--- config.mk ---
export PLATFORM = sky130hd
export DESIGN_NAME = imem_loader
export DESIGN_NICKNAME = d
export VERILOG_FILES = /design/src/rtl/imem_loader_pkg.sv /design/src/rtl/imem_loader.sv
export SDC_FILE = /design/constraint.sdc
export NUM_CORES = 1
export LEC_CHECK = 0
export CORE_ASPECT_RATIO = 0.6
export CORE_MARGIN = 2
export CORE_UTILIZATION = 43
export CTS_BUF_LIST = sky130_fd_sc_hd__clkbuf_16
export CTS_CLUSTER_DIAMETER = 120
export DETAILED_ROUTE_END_ITERATION = 7
export HOLD_SLACK_MARGIN = 0.03
export PLACE_DENSITY = 0.91
export SYNTH_ARGS = -nofsm -noshare
export SYNTH_HDL_FRONTEND = slang
export SYNTH_SLANG_ARGS = --single-unit
--- constraint.sdc ---
create_clock -name clk -period 3.16 [get_ports clk]
set_clock_uncertainty 0.2 [all_clocks]
set_input_delay 0.632 -clock clk [delete_from_list [all_inputs] [get_ports clk]]
set_output_delay 0.632 -clock clk [all_outputs]
set_load 0.05 [all_outputs]
--- src/rtl/imem_loader_pkg.sv ---
// Shared widths and FSM state encodings for the instruction-memory loader.
package imem_loader_pkg;

  localparam int unsigned ADDR_LEN  = 32;
  localparam int unsigned INSTR_LEN = 32;
  localparam int unsigned WC_W      = 17;

  typedef enum logic [2:0] {
    LDR_CLEAR = 3'd0,
    LDR_LOAD  = 3'd1,
    LDR_HOLD  = 3'd2,
    LDR_RUN   = 3'd3,
    LDR_ERROR = 3'd4
  } ldr_state_e;

endpackage

--- src/rtl/imem_loader.sv ---
// Zero-fills instruction memory, streams a program into it, then releases the
// CPU from reset after a short hold; overflowing DEPTH latches an error state.
module imem_loader
  import imem_loader_pkg::*;
#(
  parameter int unsigned DEPTH       = 256,
  parameter int unsigned HOLD_CYCLES = 2
) (
  input  logic                 clk,
  input  logic                 rst,
  input  logic                 in_valid,
  output logic                 in_ready,
  input  logic [INSTR_LEN-1:0] in_data,
  input  logic                 in_last,
  output logic                 imem_we,
  output logic [ADDR_LEN-1:0]  imem_waddr,
  output logic [INSTR_LEN-1:0] imem_wdata,
  output logic                 cpu_rst,
  output logic                 load_done,
  output logic                 load_err,
  output logic [WC_W-1:0]      word_count
);

  localparam int unsigned IDX_W = $clog2(DEPTH);
  localparam int unsigned HC_W  = $clog2(HOLD_CYCLES + 1) + 1;
  localparam logic [IDX_W-1:0] LAST_IDX = IDX_W'(DEPTH - 1);
  localparam logic [HC_W-1:0]  HOLD_END = HC_W'(HOLD_CYCLES);

  ldr_state_e           state_q, state_d;
  logic [IDX_W-1:0]     idx_q, idx_d;
  logic [WC_W-1:0]      wc_q, wc_d;
  logic [HC_W-1:0]      hold_q, hold_d;
  logic                 we_q, we_d;
  logic [ADDR_LEN-1:0]  waddr_q, waddr_d;
  logic [INSTR_LEN-1:0] wdata_q, wdata_d;
  logic                 in_ready_q, in_ready_d;
  logic                 cpu_rst_q, cpu_rst_d;
  logic                 done_q, done_d;
  logic                 err_q, err_d;
  logic                 xfer_c;

  // in_ready_q is only ever set while the FSM sits in LOAD
  assign xfer_c = in_valid && in_ready_q;

  always_ff @(posedge clk) begin
    if (rst) begin
      state_q    <= LDR_CLEAR;
      idx_q      <= '0;
      wc_q       <= '0;
      hold_q     <= '0;
      we_q       <= 1'b0;
      waddr_q    <= '0;
      wdata_q    <= '0;
      in_ready_q <= 1'b0;
      cpu_rst_q  <= 1'b1;
      done_q     <= 1'b0;
      err_q      <= 1'b0;
    end else begin
      state_q    <= state_d;
      idx_q      <= idx_d;
      wc_q       <= wc_d;
      hold_q     <= hold_d;
      we_q       <= we_d;
      waddr_q    <= waddr_d;
      wdata_q    <= wdata_d;
      in_ready_q <= in_ready_d;
      cpu_rst_q  <= cpu_rst_d;
      done_q     <= done_d;
      err_q      <= err_d;
    end
  end

  always_comb begin
    state_d = state_q;
    idx_d   = idx_q;
    wc_d    = wc_q;
    hold_d  = hold_q;
    we_d    = 1'b0;
    waddr_d = waddr_q;
    wdata_d = wdata_q;

    unique case (state_q)
      LDR_CLEAR: begin
        we_d    = 1'b1;
        waddr_d = ADDR_LEN'(idx_q) << 2;
        wdata_d = 32'h0000_0000;
        if (idx_q == LAST_IDX) begin
          idx_d   = '0;
          state_d = LDR_LOAD;
        end else begin
          idx_d = idx_q + IDX_W'(1);
        end
      end
      LDR_LOAD: begin
        if (xfer_c) begin
          we_d    = 1'b1;
          waddr_d = ADDR_LEN'(idx_q) << 2;
          wdata_d = in_data;
          idx_d   = idx_q + IDX_W'(1);
          wc_d    = wc_q + WC_W'(1);
          hold_d  = '0;
          // a last word in the final slot still fits, so in_last wins
          if (in_last) begin
            state_d = LDR_HOLD;
          end else if (idx_q == LAST_IDX) begin
            state_d = LDR_ERROR;
          end
        end
      end
      LDR_HOLD: begin
        // hold_q is 0 during the final strobe cycle, so HOLD_CYCLES more follow
        if (hold_q == HOLD_END) begin
          state_d = LDR_RUN;
        end else begin
          hold_d = hold_q + HC_W'(1);
        end
      end
      default: begin
      end
    endcase

    in_ready_d = (state_d == LDR_LOAD);
    cpu_rst_d  = (state_d != LDR_RUN);
    done_d     = (state_d == LDR_RUN);
    err_d      = (state_d == LDR_ERROR);
  end

  assign in_ready   = in_ready_q;
  assign imem_we    = we_q;
  assign imem_waddr = waddr_q;
  assign imem_wdata = wdata_q;
  assign cpu_rst    = cpu_rst_q;
  assign load_done  = done_q;
  assign load_err   = err_q;
  assign word_count = wc_q;

endmodule

==> metrics, run 1 <==
first-pass GRT wire length=between 10000 and 15000 microns; die area=7931 sq um; clock sink total=76; post-synthesis mux area share=0.7261%; YS warnings=0; antenna violations before repair=0; Worst setup EP type=flop; total routing usage reported by global routing=19.57%; Max FO, Critical Path=4; most frequent cells after synthesis=76 x dfxtp_1, 32 x a22o_1, 29 x nand2_1; Peak VDD IR=269.7 uV; vias per cell=about 5.2; Mapped Area=3102 sq um; num rows=23; Adder-Cell Fraction of Synth Area=1.614%; Resized cells post-CTS=0; post-synthesis sequential area ratio=49.05%; CTS tree=yes; Leak=1.580 nW; number of global-route vias before repair=2609; Synth async-reset ratio=0%; outcome=finished clean; setup TNS=0 ps; count leader, synth=dfxtp_1; Simple-Gate Fraction of Synth Area=18.27%; cell count after synthesis=about 330; share of cells above drive strength 1=7.746%; Fmax achieved=~380 MHz; clk_lat worst skew=320 ps; net count reported at finish=461; core area=6820 sq um; DRT Pass-1 Iters=4; unique cell type count in the Yosys netlist=47; Post-CTS Hold Buffers=0; Avg Inst Size Synth=9.485 sq um; initial drt markers=216; port bufs=97; Synth Area in XOR/XNOR=3.671%; Yosys top cell by area=dfxtp_1; final WL=approximately 7600 microns; gp weighted congestion=0.7976; top cells by area, synth=dfxtp_1 49%, a22o_1 9.0%, buf_4 5.8%; Data arrival, critical path=2670 ps; H-tree level count=3; largest family of logic cells by synthesized area=simple AND/OR/NAND/NOR gates; Synth Area in Compound Gates=16.90%; design area=between 4000 and 5000 sq um; number of remaining DRC errors=0; post-synth top area share=49.05%; WL per Instance=14.85 microns; ANT nets after route=0; synthesis-stage register bit count=76; setup bufs post-CTS=0; Die H=69.79 microns; Die W=113.6 microns; Final Critical Period=about 2600 ps; placed cell areas=slightly above 4000 sq um; vias=2672; IO Pins=between 100 and 150; max-cap violations=0; max-slew violation count=0; Remaining Overflow, GRT=0; r2r worst-path depth=4; unrepaired setup endpoints after global routing=no; Power Density=491.3 nW/um^2; Reg clk slew, reported paths=about 60 ps; Initial Util=a little under half; EDFF count, synth=0; clock tree buffer depth=2; CTS Buf Count=9; setup violators final=0; relative slew slack=53.53%; area grow syn2layout=40.22%; Cells on Worst Hold Path=2; final hold viol count=0; CP required=3220 ps; root buf cell=clkbuf_16; Final period util=between 80% and 90%; largest net degree at the start of global routing=33; Setup CP Type=input pin to flop; Antenna Cells=0; Final HPWL DP=5603 microns; Critical Path Source Type=input pin; Worst Max-Slew Pin Slew=694.5 ps; Post-synth top flop=dfxtp_1; min-delay worst type=flop to flop
==> stage by stage <==
step | hold WS, ps | utilization (%) | std cells | total power, mW | setup WS [ps]
after global placement | 245.9 | 59.35 | 497 | 1.143 | 329.6
final | 264.3 | 63.77 | 513 | 2.137 | 546.3
after detailed placement | 256.1 | 59.35 | 497 | 1.146 | 239.1
after CTS | 263.9 | 63.77 | 513 | 2.158 | 572.7
after floorplan | 257.7 | - | 350 | 1.110 | 682.7
after global routing | 287.5 | 63.77 | 513 | 2.214 | 441.6
==> cell usage in the layout (no fill, tap or decap), drive strengths merged, types with 6 or more instances in the layout <==
| cell type | n |
|---|---|
| inv | 8 |
| nor2 | 21 |
| a21oi | 20 |
| nand3 | 9 |
| xnor2 | 11 |
| conb | 24 |
| nand2 | 29 |
| clkbuf | 9 |
| nor3 | 7 |
| dfxtp | 76 |
| a22o | 32 |
| buf | 6 |
| nor4 | 6 |
| clkdlybuf4s50 | 97 |
| o21ai | 6 |
==> routing by layer <==
metal,wire (microns),track usage (%)
met5,0,0
met4,112,6.233
met3,444,5.944
met2,3646,31.47
met1,3415,25.23
==> logic make-up after synthesis <==
kind of cell | after synthesis
AND/OR/NAND/NOR | 108
flip-flops | 76
buffers and inverters | 50
other | 1
XOR/XNOR | 13
adder cells (fa/ha/maj) | 4
multiplexers | 2
AO/OA/AOI/OAI | 73
==> critical path: stages <==
cell and delay, ps:
clkdlybuf4s50_1 450, or4b_2 620, o41ai_1 570, nor2b_1 220, and3_1 180
==> power breakdown <==
group | leakage, nW | internal, mW | switching [mW]
sequential | 0.613 | 0.966 | 0.00780
combinational | 0.824 | 0.0521 | 0.0988
clock | 0.142 | 0.615 | 0.397
==> worst paths after layout <==
path                               startpoint              to  slack [ps]
worst min register to register  imem_waddr[4]   imem_waddr[4]         260
worst max register to register     state_q[0]  word_count[16]         600
worst max-delay path                  in_last        load_err         550
worst min-delay path            imem_waddr[4]   imem_waddr[4]         260
==> area by class of cell <==
cell class | count | area, sq um
multi-input combinational | 224 | 1375
clock buffer | 9 | 225.2
inverter | 7 | 26.28
sequential | 76 | 1521
timing repair buffer | 103 | 1016
fill | 584 | 2471
clock inverter | 7 | 76.32
tap | 87 | 108.9
==> flip-flops by register name (all words and copies together), names as in the netlist <==
signal / flops
imem_wdata: 32
state_q: 3
imem_waddr: 8
load_done: 1
load_err: 1
in_ready: 1
cpu_rst: 1
word_count: 17
hold_q: 3
idx_q: 8
imem_we: 1
(Power assumes the default switching activity.)
==> inputs of run 2 (changes only) <==
Settings changed: CORE_UTILIZATION 43 to 39, PLACE_DENSITY 0.91 to 0.88.
Clock period 3.16 ns to 2.3 ns, I/O delays scaled along.
==> run 2 against run 1 <==
  * Critical path depth down 4
  * First-iteration DRC count up 36%
  * Global-route usage is 1.0 points lower
  * Final area is 5.5% higher
  * Die area is 9.8% higher
  * Power up 28%
  * Clock-buffer cell count unchanged
  * Register-to-register slack worse by 530 ps
  * Sequential share of layout area decreased by 1.7 points
  * Routed wire length increased by 5.0%
  * Worst setup slack worse by 490 ps
  * Largest power group is now registers
==> metrics, run 2 (synthesis results as in run 1) <==
outcome=finished clean (unchanged); CTS Buf Count=9 (unchanged); WP buf/inv=1 (unchanged); first-pass GRT wire length=12830 microns (was 12600 microns); Data arrival, critical path=1590 ps (was 2670 ps); gp weighted congestion=0.8678 (was 0.7976); final WL=7998 microns (was 7619 microns); reg2reg setup slack=70 ps (was 600 ps); ANT nets after route=0 (unchanged); r2r worst-path depth=4 (unchanged); area grow syn2layout=47.88% (was 40.22%); Leak=1.729 nW (was 1.580 nW); Final period util=97.73%; CP delay by family, top=buffers and inverters (was simple AND/OR/NAND/NOR gates); Layout fillers=665 (was 584); relative slew slack=58.89% (was 53.53%); max-cap violations=0 (unchanged); vias per cell=5.018 (was 5.209); Peak VDD IR=365.0 uV (was 269.7 uV); number of global-route vias before repair=2643 (was 2609); DRT Pass-1 Iters=4 (unchanged); WL per Instance=14.36 microns (was 14.85 microns); commonest non-fill, non-tap cell in the layout=clkdlybuf4s50_1 (unchanged); num rows=25 (was 23); Post-CTS Hold Buffers=0 (unchanged); root buf cell=clkbuf_16 (unchanged); number of flip-flops in the largest register=32 (unchanged); initial drt markers=294 (was 216); Initial Util=39.82% (was 45.48%); Final HPWL DP=5843 microns (was 5603 microns); Remaining Overflow, GRT=0 (unchanged); Critical Path Source Type=flop (was input pin); IO Pins=122 (unchanged); Die H=73.08 microns (was 69.79 microns); port bufs=97 (unchanged); Setup CP Type=flop to primary output (was input pin to flop); Worst Hold Path EP=imem_waddr[8] (was imem_waddr[4]); CTS tree=yes (unchanged); Cells on Worst Hold Path=2 (unchanged); antenna violations before repair=0 (unchanged); hold path start=imem_waddr[8] (was imem_waddr[4]); Fmax achieved=444.9 MHz; Max FO, Critical Path=7 (was 4); die area=8706 sq um (was 7931 sq um); H-tree level count=3 (unchanged); CP required=1640 ps (was 3220 ps); total stage count of the critical path=1 (was 5); total routing usage reported by global routing=18.52% (was 19.57%); crit path cell chain=clkdlybuf4s50_1 (was clkdlybuf4s50_1 > or4b_2 > o41ai_1 > nor2b_1 > and3_1); net count reported at finish=485 (was 461); Worst R2R Start=state_q[0] (unchanged); most frequent cells in the layout=96 x clkdlybuf4s50_1, 73 x dfxtp_1, 32 x a22o_1 (was 97 x clkdlybuf4s50_1, 76 x dfxtp_1, 32 x a22o_1); area occupied by multi-input gates=1415 sq um (was 1375 sq um); Largest stage delay, worst path=840 ps (was 620 ps); setup bufs post-CTS=0 (unchanged); clock tree buffer depth=2 (unchanged); setup TNS=0 ps (unchanged); min-delay worst type=flop to flop (unchanged); vias=2795 (was 2672); clk_lat worst skew=320 ps (about the same); final hold viol count=0 (unchanged); core area=7789 sq um (was 6820 sq um); Antenna Cells=0 (unchanged); Worst Max-Slew Pin Slew=615.3 ps (was 694.5 ps); largest net degree at the start of global routing=33 (unchanged); max-slew violation count=0 (unchanged); Resized cells post-CTS=0 (unchanged); Reg clk slew, reported paths=50 ps (was 60 ps); Final Critical Period=roughly 2200 ps; share of cells above drive strength 1=12.69% (was 7.746%); number of remaining DRC errors=0 (unchanged); Reg area=1525 sq um (was 1521 sq um); slowest cell on the critical path=clkdlybuf4s50_1 (was or4b_2); setup violators final=0 (unchanged); Worst setup EP type=primary output (was flop); RR Endpoint=word_count[14] (was word_count[16]); Power Density=598.3 nW/um^2 (was 491.3 nW/um^2); Die W=119.1 microns (was 113.6 microns); clock sink total=76 (unchanged); Min Hold Slack=255.0 ps (was 264.3 ps)
-- run 2: metal layers --
| layer | wire length, microns | vias to the layer above | track usage [%] | share of wire [%] |
|---|---|---|---|---|
| li1 | - | 1351 | - | - |
| met1 | 3613 | 1306 | 24.78 | 45 |
| met2 | 3640 | 124 | 27.71 | 46 |
| met3 | 636 | 14 | 6.484 | 8.0 |
| met4 | 108 | 0 | 7.011 | 1.4 |
| met5 | 0 | - | 0 | 0 |
-- run 2: metrics by stage --
| step | cells | setup slack, ps | utilization [%] | power [mW] | area (sq um) |
|---|---|---|---|---|---|
| after detailed placement | 542 | -220.7 | 55.23 | 1.584 | 4302 |
| after global routing | 557 | -15.00 | 58.89 | 2.860 | 4587 |
| after floorplan | 350 | -52.28 | - | 1.525 | 3198 |
| final | 557 | 52.18 | 58.89 | 2.744 | 4587 |
| after global placement | 542 | -165.4 | 55.23 | 1.581 | 4302 |
| after CTS | 557 | 48.05 | 58.43 | 2.778 | 4551 |
-- run 2: area by class of cell --
type / instances / share of cell area, %
clock buffer: 9 / 4.910
clock inverter: 6 / 0.5183
inverter: 7 / 0.5728
multi-input combinational: 224 / 30.85
sequential: 76 / 33.25
tap: 108 / 2.946
timing repair buffer: 127 / 26.95
-- run 2: power by group --
group	internal, mW	leakage, nW	switching (mW)
sequential	1.33	0.615	0.00773
clock	0.702	0.126	0.486
combinational	0.0801	0.987	0.140
total	2.11	1.73	0.634
-- run 2: how the worst max path moves through the flow --
stage                               from              to  slack [ps]
after floorplan               state_q[2]  word_count[16]         -50
after global placement          in_valid  word_count[16]        -170
after detailed placement        in_valid  word_count[16]        -220
after CTS                 word_count[11]  word_count[11]          50
after global routing            in_valid  word_count[15]         -10
final                     word_count[11]  word_count[11]          50
==> inputs of run 3 (changes only) <==
Settings changed: CORE_ASPECT_RATIO 0.6 to unset, CORE_MARGIN 2 to 4.
==> run 3 against run 2 <==
  * Combinational power fell by 2%
  * Power rose by 8.9%
  * Largest power group is now the clock network
  * First-iteration DRC count fell by 54%
  * Critical path type unchanged
  * Largest cell class unchanged
==> metrics, run 3 (synthesis results as in run 1) <==
Antenna Cells=0 (unchanged); gp weighted congestion=0.7781 (was 0.8678); WL per Instance=14.43 microns (was 14.36 microns); reg2reg setup slack=90 ps (was 70 ps); Worst Max-Slew Pin Slew=725.2 ps (was 615.3 ps); core area=7727 sq um (was 7789 sq um); Largest stage delay, worst path=840 ps (about the same); port bufs=97 (unchanged); Remaining Overflow, GRT=0 (unchanged); WP buf/inv=1 (unchanged); Initial Util=40.14% (was 39.82%); min-delay worst type=flop to flop (unchanged); DRT Pass-1 Iters=6 (was 4); die area=9444 sq um (was 8706 sq um); Reg power frac=44.7% (was 48.7%); Final HPWL DP=5825 microns (was 5843 microns); root buf cell=clkbuf_16 (unchanged); final core occ=59.00% (was 58.89%); Worst setup EP type=primary output (unchanged); Reg area=1526 sq um (was 1525 sq um); antenna violations before repair=0 (unchanged); outcome=finished clean (unchanged); Die W=97.18 microns (was 119.1 microns); Leak=1.713 nW (was 1.729 nW); Power Density=655.6 nW/um^2 (was 598.3 nW/um^2); total routing usage reported by global routing=16.60% (was 18.52%); unrepaired setup endpoints after global routing=no; vias=2726 (was 2795); Peak VDD IR=385.4 uV (was 365.0 uV); Final Critical Period=2239 ps (was 2248 ps); num rows=32 (was 25); Gate power share=7.2% (was 8.0%); hold path start=imem_waddr[3] (was imem_waddr[8]); initial drt markers=134 (was 294); max-slew violation count=0 (unchanged); ANT nets after route=0 (unchanged); final WL=7881 microns (was 7998 microns); number of flip-flops in the largest register=32 (unchanged); setup violators final=0 (unchanged); CP delay by family, top=buffers and inverters (unchanged); Fmax achieved=446.6 MHz (was 444.9 MHz); Critical Path Source Type=flop (unchanged); max-cap violations=0 (unchanged); Layout fillers=616 (was 665); net count reported at finish=480 (was 485); Min Hold Slack=255.1 ps (was 255.0 ps); clock share of power=48.1% (was 43.3%); CTS Buf Count=9 (unchanged); sw power=0.6509 mW (was 0.6337 mW); Worst Hold Path EP=imem_waddr[3] (was imem_waddr[8]); total stage count of the critical path=1 (unchanged); area grow syn2layout=46.99% (was 47.88%); largest net degree at the start of global routing=33 (unchanged); Max FO, Critical Path=6 (was 7); RR Endpoint=word_count[10] (was word_count[14]); final setup margin=60.99 ps (was 52.18 ps); CP required=1640 ps (about the same); share of cells above drive strength 1=12.61% (was 12.69%); Final period util=97.35% (was 97.73%); clock sink total=76 (unchanged); most frequent cells in the layout=96 x clkdlybuf4s50_1, 72 x dfxtp_1, 32 x a22o_1 (was 96 x clkdlybuf4s50_1, 73 x dfxtp_1, 32 x a22o_1); switching part of the total=21.78% (was 23.09%); commonest non-fill, non-tap cell in the layout=clkdlybuf4s50_1 (unchanged); IO Pins=122 (unchanged); vias per cell=4.993 (was 5.018); number of remaining DRC errors=0 (unchanged); clock tree buffer depth=2 (unchanged); slowest cell on the critical path=clkdlybuf4s50_1 (unchanged); Reg clk slew, reported paths=60 ps (was 50 ps); H-tree level count=3 (unchanged); CTS tree=yes (unchanged); Worst R2R Start=state_q[2] (was state_q[0]); Data arrival, critical path=1580 ps (was 1590 ps); Die H=97.18 microns (was 73.08 microns); Cells on Worst Hold Path=2 (unchanged); post-layout total power=2.989 mW (was 2.744 mW); Setup WS pre-CTS=-434.4 ps (was -220.7 ps); final hold viol count=0 (unchanged); number of global-route vias before repair=2725 (was 2643); first-pass GRT wire length=12990 microns (was 12830 microns); relative slew slack=51.54% (was 58.89%); internal power=2.338 mW (was 2.111 mW); crit path cell chain=clkdlybuf4s50_1 (unchanged); Setup CP Type=flop to primary output (unchanged); r2r worst-path depth=5 (was 4); clk_lat worst skew=330 ps (was 320 ps); area occupied by multi-input gates=1403 sq um (was 1415 sq um)
run 3: worst max-delay path by stage:
stage | startpoint | end | slack [ps]
5_1_grt | idx_q[1] | cpu_rst | 5
6_report | word_count[12] | word_count[12] | 60
3_3_place_gp | in_valid | imem_wdata[17] | -390
3_5_place_dp | in_valid | imem_wdata[29] | -430
2_1_floorplan | state_q[2] | word_count[16] | -50
4_1_cts | word_count[11] | word_count[11] | 20
run 3: what timing repair did:
action / in CTS / in global routing
setup buffers: 0 / 2
pin swaps: 0 / 1
setup endpoints to repair: 32 / 6
gates resized for setup: 1 / 6
hold buffers: 0 / 0
run 3: final cells by class:
| cell class | instances | area share [%] |
|---|---|---|
| clock inverter | 6 | 1.756 |
| clock buffer | 9 | 4.940 |
| multi-input combinational | 224 | 30.76 |
| tap | 102 | 2.799 |
| timing repair buffer | 122 | 25.69 |
| inverter | 7 | 0.5763 |
| sequential | 76 | 33.48 |
run 3: stage by stage:
stage,cells,setup TNS (ps),instance area [sq um]
after floorplan,350,-130.7,3198
after detailed placement,529,-15140,4217
after global placement,529,-14230,4217
after global routing,546,0,4559
after CTS,544,0,4527
final,546,0,4559
run 3: per-layer routing:
metal | up-vias | global-route usage (%) | wire (microns)
li1 | 1343 | - | -
met1 | 1279 | 18.30 | 3099
met2 | 81 | 29.41 | 4139
met3 | 23 | 3.733 | 387
met4 | 0 | 9.071 | 255
met5 | - | 0 | 0
run 3: power by group through the flow:
stage / Combinational, mW / Sequential [mW] / Clock, mW
detailed placement: 0.215 / 1.36 / 0
finish: 0.216 / 1.34 / 1.44
global placement: 0.213 / 1.36 / 0
floorplan: 0.144 / 1.38 / 0
global route: 0.227 / 1.34 / 1.53
CTS: 0.216 / 1.34 / 1.46
